--- config.mk ---
export PLATFORM = sky130hd
export DESIGN_NAME = dma_cfg_axil_slave
export DESIGN_NICKNAME = d
export VERILOG_FILES = /design/src/rtl/dma_cfg_axil_slave.sv
export SDC_FILE = /design/constraint.sdc
export NUM_CORES = 1
export LEC_CHECK = 0
export CAP_MARGIN = 20
export CORE_AREA = 2 2 154 156
export CTS_CLUSTER_DIAMETER = 60
export DETAILED_ROUTE_END_ITERATION = 8
export DIE_AREA = 0 0 156 158
export DONT_BUFFER_PORTS = 1
export GPL_ROUTABILITY_DRIVEN = 0
export SLEW_MARGIN = 5
export SYNTH_ARGS = -nofsm -noshare
export SYNTH_HDL_FRONTEND = slang
export SYNTH_SLANG_ARGS = --single-unit
--- constraint.sdc ---
create_clock -name clk_in -period 5.18 [get_ports clk_in]
set_input_delay 1.036 -clock clk_in [delete_from_list [all_inputs] [get_ports clk_in]]
set_output_delay 1.036 -clock clk_in [all_outputs]
set_load 0.02 [all_outputs]
--- src/rtl/dma_cfg_axil_slave.sv ---
// rtl/dma_cfg_axil_slave.sv - AXI4-Lite slave driving NREG DMA config registers via one-hot write strobes
// Optional partial-strobe rejection (SLVERR) when DMA_CFG_WSTRB_CHK_EN is defined.
module dma_cfg_axil_slave #(
    parameter int ADDR_W = 8,
    parameter int DATA_W = 32,
    parameter int NREG   = 8
) (
    input  logic                   clk_in,
    input  logic                   rst,
    input  logic [ADDR_W-1:0]      s_awaddr,
    input  logic                   s_awvalid,
    output logic                   s_awready,
    input  logic [DATA_W-1:0]      s_wdata,
    input  logic [DATA_W/8-1:0]    s_wstrb,
    input  logic                   s_wvalid,
    output logic                   s_wready,
    output logic [1:0]             s_bresp,
    output logic                   s_bvalid,
    input  logic                   s_bready,
    input  logic [ADDR_W-1:0]      s_araddr,
    input  logic                   s_arvalid,
    output logic                   s_arready,
    output logic [DATA_W-1:0]      s_rdata,
    output logic [1:0]             s_rresp,
    output logic                   s_rvalid,
    input  logic                   s_rready,
    output logic [NREG-1:0]        reg_en,
    output logic [DATA_W-1:0]      reg_d,
    input  logic [NREG*DATA_W-1:0] reg_q
);
    localparam logic [1:0] RESP_OKAY   = 2'b00;
    localparam logic [1:0] RESP_SLVERR = 2'b10;
    localparam logic [1:0] RESP_DECERR = 2'b11;

    typedef enum logic [1:0] {W_IDLE, W_EXEC, W_RESP} wstate_t;
    typedef enum logic {R_IDLE, R_DATA} rstate_t;

    wstate_t            wstate, wstate_nx;
    rstate_t            rstate, rstate_nx;
    logic               live;
    logic               aw_done, w_done;
    logic               aw_hs, w_hs, ar_hs;
    logic [ADDR_W-1:2]  awaddr_q;
    logic [31:0]        widx, ridx;
    logic [1:0]         exec_resp;
    logic [DATA_W-1:0]  rd_word;
    logic               unused_bits;

`ifdef DMA_CFG_WSTRB_CHK_EN
    logic               strb_ok;
    assign unused_bits = &{1'b0, s_awaddr[1:0], s_araddr[1:0]};
`else
    assign unused_bits = &{1'b0, s_awaddr[1:0], s_araddr[1:0], s_wstrb};
`endif

    always_comb begin
        widx = 32'(awaddr_q);
        if (widx >= 32'(NREG)) exec_resp = RESP_DECERR;
`ifdef DMA_CFG_WSTRB_CHK_EN
        else if (!strb_ok) exec_resp = RESP_SLVERR;
`endif
        else exec_resp = RESP_OKAY;
    end

    // live holds the readies low until the first clock edge after reset release
    always_ff @(posedge clk_in or posedge rst) begin
        if (rst) begin
            wstate <= W_IDLE;
            rstate <= R_IDLE;
            live   <= 1'b0;
        end else begin
            wstate <= wstate_nx;
            rstate <= rstate_nx;
            live   <= 1'b1;
        end
    end

    always_comb begin
        wstate_nx = wstate;
        s_awready = 1'b0;
        s_wready  = 1'b0;
        s_bvalid  = 1'b0;
        aw_hs     = 1'b0;
        w_hs      = 1'b0;
        reg_en    = '0;
        case (wstate)
            W_IDLE: begin
                s_awready = live && !aw_done;
                s_wready  = live && !w_done;
                aw_hs     = s_awvalid && s_awready;
                w_hs      = s_wvalid && s_wready;
                if ((aw_done || aw_hs) && (w_done || w_hs)) wstate_nx = W_EXEC;
            end
            W_EXEC: begin
                for (int k = 0; k < NREG; k++)
                    reg_en[k] = (exec_resp == RESP_OKAY) && (widx == 32'(k));
                wstate_nx = W_RESP;
            end
            W_RESP: begin
                s_bvalid = 1'b1;
                if (s_bready) wstate_nx = W_IDLE;
            end
            default: wstate_nx = W_IDLE;
        endcase
    end

    always_ff @(posedge clk_in or posedge rst) begin
        if (rst) begin
            aw_done  <= 1'b0;
            w_done   <= 1'b0;
            awaddr_q <= '0;
            reg_d    <= '0;
            s_bresp  <= RESP_OKAY;
`ifdef DMA_CFG_WSTRB_CHK_EN
            strb_ok  <= 1'b0;
`endif
        end else begin
            if (aw_hs) begin
                aw_done  <= 1'b1;
                awaddr_q <= s_awaddr[ADDR_W-1:2];
            end
            if (w_hs) begin
                w_done <= 1'b1;
                reg_d  <= s_wdata;
`ifdef DMA_CFG_WSTRB_CHK_EN
                strb_ok <= &s_wstrb;
`endif
            end
            if (wstate == W_EXEC) begin
                aw_done <= 1'b0;
                w_done  <= 1'b0;
                s_bresp <= exec_resp;
            end
            if (wstate == W_RESP && s_bready) s_bresp <= RESP_OKAY;
        end
    end

    always_comb begin
        ridx    = 32'(s_araddr[ADDR_W-1:2]);
        rd_word = '0;
        for (int k = 0; k < NREG; k++)
            if (ridx == 32'(k)) rd_word = reg_q[k*DATA_W +: DATA_W];
    end

    always_comb begin
        rstate_nx = rstate;
        s_arready = 1'b0;
        s_rvalid  = 1'b0;
        ar_hs     = 1'b0;
        case (rstate)
            R_IDLE: begin
                s_arready = live;
                ar_hs     = s_arvalid && live;
                if (ar_hs) rstate_nx = R_DATA;
            end
            R_DATA: begin
                s_rvalid = 1'b1;
                if (s_rready) rstate_nx = R_IDLE;
            end
            default: rstate_nx = R_IDLE;
        endcase
    end

    always_ff @(posedge clk_in or posedge rst) begin
        if (rst) begin
            s_rdata <= '0;
            s_rresp <= RESP_OKAY;
        end else if (ar_hs) begin
            s_rdata <= rd_word;
            s_rresp <= (ridx < 32'(NREG)) ? RESP_OKAY : RESP_DECERR;
        end
    end
endmodule

Yosys cells after proc, flatten, opt, wreduce, memory -nomap -nowiden
Cells that the tools add are included.
{"block": "totals", "ff_bits": 80, "latch_bits": 0, "mem_bits_rw": 0, "mem_bits_ro": 0, "input_bits": 315, "out_inout_bits": 81, "wordCells": 89, "n_memories": 0}
{"block": "classes", "n_addsub": 0, "multipliers": 0, "div_mod_pow": 0, "magnitude_cmp": 2, "eq_ne": 18, "shifts": 0, "mux": 31, "bitwise_logic": 1, "n_reduce_logical": 27}
{"cell": "$mux 32", "n": 8}
{"cell": "$eq 6x3->1 const B", "n": 8}
{"cell": "$logic_not 32->1", "n": 1}
{"cell": "$eq 6x2->1 const B", "n": 4}
{"cell": "$logic_and 1x1->1", "n": 15}
{"cell": "$mux 1", "n": 14}
{"cell": "$eq 6x1->1 const B", "n": 2}
{"cell": "$mux 2", "n": 6}
{"cell": "$mux 8", "n": 1}
{"cell": "$ge 6x4->1 const B", "n": 1}
{"cell": "$logic_not 6->1", "n": 1}
{"cell": "$lt 6x4->1 const B", "n": 1}
{"cell": "$pmux 2 s3", "n": 1}
{"cell": "$reduce_bool 2->1", "n": 3}
{"cell": "$logic_not 2->1", "n": 2}
{"cell": "$ne 2x2->1 const B", "n": 2}
{"cell": "$eq 2x1->1 const B", "n": 1}
{"cell": "$eq 2x2->1 const B", "n": 1}
{"cell": "$logic_not 1->1", "n": 2}
{"cell": "$logic_or 1x1->1", "n": 2}
{"cell": "$pmux 1 s2", "n": 1}
{"cell": "$reduce_and 2->1", "n": 1}
{"cell": "$not 1->1", "n": 1}

Depth between registers and ports, before layout
Gate-level depths: netlist of run 1.
{"block": "logic_depth", "ltp_word": 9, "ltp_mapped": 8, "mapped_depth_nobuf": 5}

Worst setup path before layout of run 1
Ideal clock, no wire load.
{"block": "synth_path", "path_kind": "register to output", "start": "reg wstate[1]", "end": "out reg_en[1]", "t_arrival_ns": 1.572, "t_required_ns": 4.144, "path_slack_ns": 2.572, "path_stages_with_launch": 5, "path_buffers": 0, "path_cell_list": "dfrtp_1 -> nand2b_1 -> nor4_1 -> nand2b_1 -> nor3b_1"}
{"block": "synth_between", "elab_chain_len": 2}
{"item": "start: declaration", "line": "38", "rtl": "wstate_t wstate, wstate_nx;"}
{"item": "start signal: assignment", "line": "72", "rtl": "wstate <= wstate_nx;"}
{"item": "$eq 2x1->1", "line": "86", "rtl": "case (wstate)"}
{"item": "$mux 8", "line": "86"}
{"item": "end: declaration", "line": "27", "rtl": "output logic [NREG-1:0] reg_en,"}
No other way between the ends.

Final worst setup path of run 1
Same ends and word-level chain as after synthesis.

==> impl_metrics.csv, run 1 <==
group,metric,value,unit
synth,synth-edff-count,0,
cells_and_area,multi_input_area,2970,sq um
floorplan,io_pins,396,
floorplan,chipWidth,156,um
synth,syn-num-nets,872,
cells_and_area,n_antenna_cell,0,
timing,slew_viol_final,0,
timing,finalCritPeriodShare,0.638,
pwr,ir_drop,0.000131,V
timing,hold_viol_final,0,
grt,grt_pass1_vias,4767,
min_path,hp-class,"reg2reg",
pwr,p_int,1.40,mW
cts,clkSinkCount,78,
grt,grt_overflow,0,
detailed_routing,drt_iter0_drc,601,
pwr,power.density,398,nW/um^2
synth,ys_seq_area_frac,0.369,
cts,cts_buffers,9,
cells_and_area,layout_commonest_cell,"dfrtp_1",
timing,maxSlewHeadroom,0.371,
floorplan,die_area,24600,sq um
floorplan,die_y,158,um
synth,yosysWarnings,0,
pwr,p_sw,918,uW
timing,max_freq,0.303,GHz
cts,tritoncts,"yes",
placement,hpwl,17.5,mm
timing,tightestPinTransition,942,ps
grt,grt_use_total,0.173,
cells_and_area,fin_cells,819,
cts,post-cts-setup-buffers,0,
critical_path,cp-start-kind,"flop",
cts,postCtsHoldBufs,0,
floorplan,core_region_area,23100,sq um
cts,h-tree-depth,3,
critical_path,critPathMaxFanout,5,
grt,grt_start_max_net_pins,48,
detailed_routing,dr_total_vias,4961,
cells_and_area,fillCellCount,2450,
critical_path,slowest_stage,"nor3b_1",
pwr,p_comb_frac,0.195,
synth,ys_types,48,
floorplan,initial_utilization,0.230,
placement,dp_slack,1820,ps
cells_and_area,layout_common_cells,"dfrtp_1, o221ai_1, mux2_2",
critical_path,cpPeakStageDelay,620,ps
cts,cts_root_buf,"clkbuf_16",
pwr,p_sw_frac,0.396,
detailed_routing,finalWirelength,22.7,mm
pwr,seq_power_share,0.535,
detailed_routing,wl_per_cell,27.7,um
timing,rsz0062_at_grt,"no",
cells_and_area,final_util,0.252,
cts,clock_latency,340,ps
synth,synth-seq-cells,78,
critical_path,crit_type,"reg2out",
synth,netlist_area,5290,sq um
synth,synth.avg_cell_area,9.50,sq um
run,maxCapViolCount,0,
floorplan,std_cell_rows,56,
synth,synthCells,557,
cells_and_area,layout.nets,839,
critical_path,worstPathArrival,2270,ps
critical_path,crit_path_frequent_cell,"nand2b_1",
timing,min_period,3300,ps
synth,synth.top_cells.by_area,"dfrtp_1, mux2_2, o221ai_1",
cts,cts-resized-gates,0,
cts,clk_pin_slew,70,ps
timing,setup_ws,1880,ps
placement,dp.cells,802,
cells_and_area,regArea,1950,sq um
pwr,p_total,2.32,mW
synth,synth_top_area_frac,0.369,
pwr,clockPowerShare,0.270,
detailed_routing,drtPass1Iterations,5,
cts,clk_path_buf_depth,2,
synth,async_reset_ff_frac,1.00,
timing,finalSetupViolations,0,
critical_path,crit_chain,"nand2b_1 > nor4_1 > nand2b_1 > nor3b_1",
detailed_routing,drc,0,
critical_path,cp-end-kind,"output port",
critical_path,cp.required,4140,ps
cells_and_area,drive_gt1_frac,0.172,
timing,tns,0,ps
detailed_routing,ant_nets,0,
outcome,outcome,"complete, no violations",
placement,portBuffers,0,
pwr,power_leakage,2.07,nW
synth,synth_top_cell_by_area,"dfrtp_1",
grt,grt_pass1_wl,31.2,mm
cells_and_area,syn2layout_area_growth,10.0,%
timing,skew,13.2,ps
detailed_routing,vias_per_cell,6.06,
synth,synthFlopType,"dfrtp_1",
grt,antenna_found_initial,2,
layout make-up:
cell class / count / area share
Inverter: 27 / 0.0176
Tap cell: 290 / 0.0623
Sequential cell: 78 / 0.335
Clock inverter: 7 / 0.0114
Clock buffer: 9 / 0.0387
Multi-Input combinational cell: 393 / 0.511
Timing Repair Buffer: 15 / 0.0236
power groups by stage:
stage,sequential [mW],combinational (mW),clock [mW]
after global placement,1.25,0.439,0
final,1.24,0.452,0.625
after floorplan,1.18,0.404,0
after detailed placement,1.25,0.457,0
after CTS,1.24,0.457,0.652
after global routing,1.27,0.505,0.667
critical path: cells and delay by family (launching register included):
family	cells	cell delay (ps)
AND/OR/NAND/NOR	4	1500
flip-flops	1	420
final timing paths:
| kind | from | endpoint | slack (ps) | cells past startpoint |
|---|---|---|---|---|
| setup / recovery | wstate[1] | reg_en[1] | 1880 | 4 |
| hold / removal | aw_done | aw_done | 510 | 2 |
| setup reg to reg | rstate | s_rdata[26] | 2710 | 5 |
| hold reg to reg | aw_done | aw_done | 510 | 2 |
| max in group asynchronous | rst | s_rdata[9] | 3540 | 2 |
| min in group asynchronous | rst | w_done | 620 | 1 |
flip-flops by register name, summed over array words and instances, names as in the netlist:
signal / flops
rstate: 1
s_bresp: 1
reg_d: 32
s_rresp: 1
awaddr_q: 6
w_done: 1
aw_done: 1
s_rdata: 32
live: 1
wstate: 2
cell usage after synthesis (2+ instances only):
cell type	number
nand3b_1	5
o2111ai_1	2
a21oi_1	21
and2_1	3
a32oi_1	2
a221o_1	22
a31oi_1	3
nor2b_1	26
a221oi_1	23
nor2_1	15
nor3b_1	2
a221oi_2	8
buf_1	4
nor4_2	2
and4_1	2
nor3_1	3
nand2_1	17
nor4_1	2
a22oi_1	5
and3_1	3
o21ai_0	37
buf_2	26
nand2b_1	8
clkbuf_1	19
dfrtp_1	78
a22o_1	2
inv_1	27
nand3_1	25
mux2_2	38
o21ai_1	23
buf_4	9
a211oi_1	24
mux2i_1	10
a222oi_1	2
o221ai_1	46
logic make-up (layout without fill, tap and decap cells):
family          count (synthesis)  in the layout  share of synthesized area
compound gates                223            223                      0.318
simple gates                  120            120                      0.133
buf+inv                        86             58                     0.0750
flops                          78             78                      0.369
mux                            49             49                      0.104
other cells                     1              1                   0.000709
metrics by stage:
step / hold WS, ps / area, sq um
after floorplan: 462 / 5290
after global placement: 490 / 5490
after detailed placement: 495 / 5500
after CTS: 510 / 5800
after global routing: 548 / 5820
final: 511 / 5820
metal layers:
layer  vias to the layer above  share of wire  GRT usage  routed length [um]
met4                         2          0.014     0.0415                 312
met3                        27          0.098     0.0438                2220
met5                         -        0.00057          0                  13
met1                      2446           0.41      0.232                9240
met2                       364           0.48      0.280               10900
li1                       2122              -          -                   -
No activity file was read; power rests on OpenSTA's default activity.
==> run 2: changes to the inputs <==
==> constraint.sdc (replaced) <==
create_clock -name clk_in -period 2.7 [get_ports clk_in]
set_input_delay 0.54 -clock clk_in [delete_from_list [all_inputs] [get_ports clk_in]]
set_output_delay 0.54 -clock clk_in [all_outputs]
set_load 0.02 [all_outputs]
==> impl_metrics.csv, run 2 (same netlist as run 1, synthesis figures left out) <==
group,metric,value,unit
pwr,power_leakage,2.18,nW
cells_and_area,largestRegisters,"reg_d (32), s_rdata (32), awaddr_q (6)",
cts,clk_pin_slew,60,ps
detailed_routing,routed-wl-met3,2.15,mm
floorplan,die_area,24600,sq um
detailed_routing,finalWirelength,22.7,mm
critical_path,cp_num_buf_inv,1,
min_path,hp-class,"in2async",
cts,tritoncts,"yes",
cts,clkSinkCount,78,
grt,grt_overflow,0,
detailed_routing,vias_per_cell,6.02,
detailed_routing,drt-met1-wl,9.47,mm
critical_path,worstPathArrival,1850,ps
cts,clk_path_buf_depth,2,
timing,maxSlewHeadroom,0.595,
detailed_routing,top_layer_used,"met5",
grt,grt_pass1_wl,31.2,mm
critical_path,cp.required,2160,ps
cts,h-tree-depth,3,
grt,antenna_found_initial,2,
critical_path,critPathTopFamily,"simple AND/OR/NAND/NOR gates",
floorplan,initial_utilization,0.230,
timing,min_period,2390,ps
cts,clock_latency,340,ps
critical_path,cpPeakStageDelay,410,ps
critical_path,slowest_stage,"dfrtp_1",
cells_and_area,n_antenna_cell,0,
cells_and_area,layout.nets,855,
critical_path,crit_chain,"nand2b_1 > nor4_2 > nand2_1 > nor3b_1 > buf_4",
critical_path,crit_type,"reg2out",
timing,finalCritPeriodShare,0.887,
cells_and_area,syn2layout_area_growth,13.6,%
timing,rsz0062_at_grt,"no",
timing,skew,8.75,ps
grt,grt_start_max_net_pins,48,
timing,tightestPinTransition,607,ps
cts,cts_buffers,9,
placement,dp_slack,157,ps
pwr,power.density,771,nW/um^2
timing,setup_ws,306,ps
outcome,outcome,"complete, no violations",
detailed_routing,wl_per_cell,27.2,um
placement,portBuffers,0,
timing,tns,0,ps
critical_path,worstRegToRegCells,5,
grt,grt_pass1_vias,4699,
cts,postCtsHoldBufs,0,
cts,cts_root_buf,"clkbuf_16",
detailed_routing,drt_iter0_drc,469,
cells_and_area,drive_gt1_frac,0.198,
critical_path,path_depth,5,
cells_and_area,layout_common_cells,"dfrtp_1, o221ai_1, mux2_2",
floorplan,core_region_area,23100,sq um
critical_path,cp-start-kind,"flop",
critical_path,critPathMaxFanout,5,
floorplan,chipWidth,156,um
critical_path,cp-end-kind,"output port",
timing,slew_viol_final,0,
detailed_routing,ant_nets,0,
floorplan,io_pins,396,
grt,grt_use_total,0.171,
pwr,ir_drop,0.000309,V
detailed_routing,drtPass1Iterations,6,
detailed_routing,dr_total_vias,5030,
timing,max_freq,0.418,GHz
cells_and_area,layout_commonest_cell,"dfrtp_1",
detailed_routing,dr_wl_met2,10.7,mm
placement,hpwl,17.7,mm
detailed_routing,drc,0,
timing,finalSetupViolations,0,
floorplan,die_y,158,um
run,maxCapViolCount,0,
timing,hold_viol_final,0,
cts,post-cts-setup-buffers,0,
floorplan,std_cell_rows,56,
[run 2: final cells by class]
cell class,instances,area [sq um]
Timing Repair Buffer,31,287
Multi-Input combinational cell,393,2980
Clock inverter,7,103
Sequential cell,78,1950
Tap cell,290,363
Inverter,27,103
Clock buffer,9,225
Fill cell,2461,17000
[run 2: path summary, 6_finish.rpt]
kind / slack (ps) / startpoint / end
worst max-delay path: 310 / wstate[1] / reg_en[5]
worst min-delay path: 130 / rst / s_rdata[11]
worst max register to register: 600 / rstate / s_rdata[26]
worst min register to register: 510 / aw_done / aw_done
max in group asynchronous: 1930 / rst / s_rdata[13]
min in group clk_in: 310 / s_rready / rstate
[run 2: stage by stage]
step / instances / total power, mW / instance area, sq um / utilization / hold WS (ps)
after floorplan: 557 / 3.04 / 5290 / - / 462
after global placement: 818 / 3.25 / 5670 / 0.246 / 491
after detailed placement: 818 / 3.29 / 5670 / 0.246 / 495
after CTS: 834 / 4.68 / 5990 / 0.260 / 146
after global routing: 835 / 4.87 / 6010 / 0.261 / 169
final: 835 / 4.63 / 6010 / 0.261 / 130
[run 2: repair_timing]
| item | CTS | global route |
|---|---|---|
| gates resized for setup | 0 | 1 |
| endpoints found under the hold margin | 0 | 0 |
| setup endpoints to repair | 0 | 2 |
[run 2: power by group]
group / switching, mW / total, mW / internal (mW)
logic: 0.417 / 0.882 / 0.465
registers: 0.792 / 2.38 / 1.59
clock network: 0.543 / 1.37 / 0.826
total: 1.75 / 4.63 / 2.88
[run 2: per-layer routing]
layer	track usage	vias to the layer above
met5	0	-
li1	-	2152
met3	0.0493	30
met1	0.228	2480
met4	0.0406	4
met2	0.275	364
==> run 3: changes to the inputs <==
--- a/config.mk
+++ b/config.mk
@@ -6,10 +6,10 @@
 export NUM_CORES = 1
 export LEC_CHECK = 0
 export CAP_MARGIN = 20
-export CORE_AREA = 2 2 154 156
+export CORE_AREA = 4 4 151 153
 export CTS_CLUSTER_DIAMETER = 60
 export DETAILED_ROUTE_END_ITERATION = 8
-export DIE_AREA = 0 0 156 158
+export DIE_AREA = 0 0 155 157
 export DONT_BUFFER_PORTS = 1
 export GPL_ROUTABILITY_DRIVEN = 0
 export SLEW_MARGIN = 5
==> impl_metrics.csv, run 3 (same netlist as run 1, synthesis figures left out) <==
group,metric,value,unit
outcome,outcome,"complete, no violations",
run,maxCapViolCount,0,
critical_path,worstPathArrival,1820,ps
cts,clock_latency,340,ps
critical_path,crit_path_frequent_cell,"nand2b_1",
cells_and_area,largestRegisters,"reg_d (32), s_rdata (32), awaddr_q (6)",
critical_path,cp-start-kind,"flop",
min_path,hp-class,"in2async",
critical_path,crit_type,"reg2out",
critical_path,path_depth,5,
timing,slew_viol_final,0,
critical_path,critPathMaxFanout,5,
detailed_routing,finalWirelength,22.7,mm
critical_path,crit_chain,"nand2b_1 > nor4_2 > nand2b_1 > nor3b_1 > buf_4",
critical_path,cp.required,2160,ps
placement,dp.cells,810,
critical_path,cp-startpoint,"wstate[1]",
timing,finalSetupViolations,0,
detailed_routing,drc,0,
pwr,clockPowerShare,0.290,
cts,cts_root_buf,"clkbuf_16",
timing,rsz0062_at_grt,"no",
floorplan,die_y,157,um
detailed_routing,wl_per_cell,27.4,um
grt,grt_start_max_net_pins,48,
critical_path,slowest_stage,"dfrtp_1",
timing,hold_viol_final,0,
critical_path,cpPeakStageDelay,410,ps
timing,max_freq,0.424,GHz
detailed_routing,drtPass1Iterations,5,
timing,skew,10.9,ps
pwr,p_sw,1.73,mW
pwr,p_comb_frac,0.193,
cells_and_area,fillCellCount,2310,
timing,min_period,2360,ps
placement,portBuffers,0,
cts,tritoncts,"yes",
cts,cts_buffers,9,
floorplan,io_pins,396,
critical_path,worstRegToRegCells,6,
floorplan,core_region_area,21600,sq um
cells_and_area,drive_gt1_frac,0.201,
detailed_routing,dr_total_vias,4957,
timing,tns,0,ps
pwr,power.density,767,nW/um^2
floorplan,chipWidth,155,um
critical_path,cp-end-kind,"output port",
floorplan,initial_utilization,0.246,
pwr,ir_drop,0.000289,V
pwr,p_total,4.62,mW
cells_and_area,layout_common_cells,"dfrtp_1, o221ai_1, mux2_2",
cells_and_area,syn2layout_area_growth,13.7,%
cts,h-tree-depth,3,
cts,post-cts-setup-buffers,0,
pwr,seq_power_share,0.517,
cts,clkSinkCount,78,
detailed_routing,vias_per_cell,5.99,
floorplan,std_cell_rows,54,
grt,grt_pass1_vias,4781,
cells_and_area,fin_cells,828,
cells_and_area,layout.nets,857,
cts,clk_path_buf_depth,2,
pwr,p_sw_frac,0.374,
grt,grt_overflow,0,
pwr,power_leakage,2.19,nW
cells_and_area,layout_commonest_cell,"dfrtp_1",
timing,tightestPinTransition,725,ps
timing,fin_hold_ws,126,ps
placement,hpwl,18.3,mm
timing,maxSlewHeadroom,0.516,
detailed_routing,drt_iter0_drc,424,
cts,postCtsHoldBufs,0,
floorplan,die_area,24300,sq um
grt,antenna_found_initial,3,
critical_path,rr_startpoint,"rstate",
critical_path,critPathTopFamily,"simple AND/OR/NAND/NOR gates",
grt,grt_pass1_wl,31.9,mm
pwr,p_int,2.89,mW
grt,grt_use_total,0.174,
critical_path,cp_num_buf_inv,1,
detailed_routing,ant_nets,0,
cts,clk_pin_slew,70,ps
timing,finalCritPeriodShare,0.874,
## run 3: cell types whose count changed in the layout (fill, tap and decap cells not counted), sizes merged
cell and delta:
diode +1, buf +2
## run 3: per-stage QoR
stage | setup WS (ps) | instance area, sq um | util
finish | 341 | 6020 | 0.279
CTS | 153 | 5990 | 0.278
global route | 143 | 6020 | 0.279
global placement | 329 | 5660 | 0.263
detailed placement | 298 | 5660 | 0.263
floorplan | 165 | 5290 | -
## run 3: final timing paths
| check | to | slack (ps) |
|---|---|---|
| worst max-delay path | reg_en[1] | 340 |
| worst min-delay path | reg_d[20] | 130 |
| worst max register to register | s_rdata[21] | 730 |
| worst min register to register | wstate[0] | 500 |
| max in group asynchronous | s_rdata[27] | 1910 |
| min in group clk_in | rstate | 310 |
## run 3: metal layers
metal	track usage	vias to the layer above	wire [um]
met5	0	-	21
met4	0.0458	4	394
met3	0.0550	29	2230
met2	0.275	302	10900
met1	0.232	2457	9170
li1	-	2165	-
## run 3: power groups by stage
stage	sequential (mW)	clock (mW)	combinational (mW)
after detailed placement	2.41	0	0.895
after global placement	2.40	0	0.866
after floorplan	2.26	0	0.776
final	2.39	1.34	0.890
after CTS	2.39	1.38	0.896
after global routing	2.44	1.43	0.998
## run 3: final cells by class
| class | instances | area, sq um | share of cell area |
|---|---|---|---|
| well taps | 280 | 350 | 0.0582 |
| flip-flops and latches | 78 | 1950 | 0.324 |
| diodes | 1 | 2.50 | 0.000416 |
| clock buffers | 9 | 225 | 0.0374 |
| inverters | 27 | 103 | 0.0171 |
| multi-input cells | 393 | 2980 | 0.495 |
| clock inverters | 7 | 103 | 0.0171 |
| repair buffers | 33 | 305 | 0.0507 |
## run 3: repair_timing
item                                   CTS  global route
endpoints found under the hold margin    0             0
setup endpoints to repair                0             6
resized for setup                        0             1
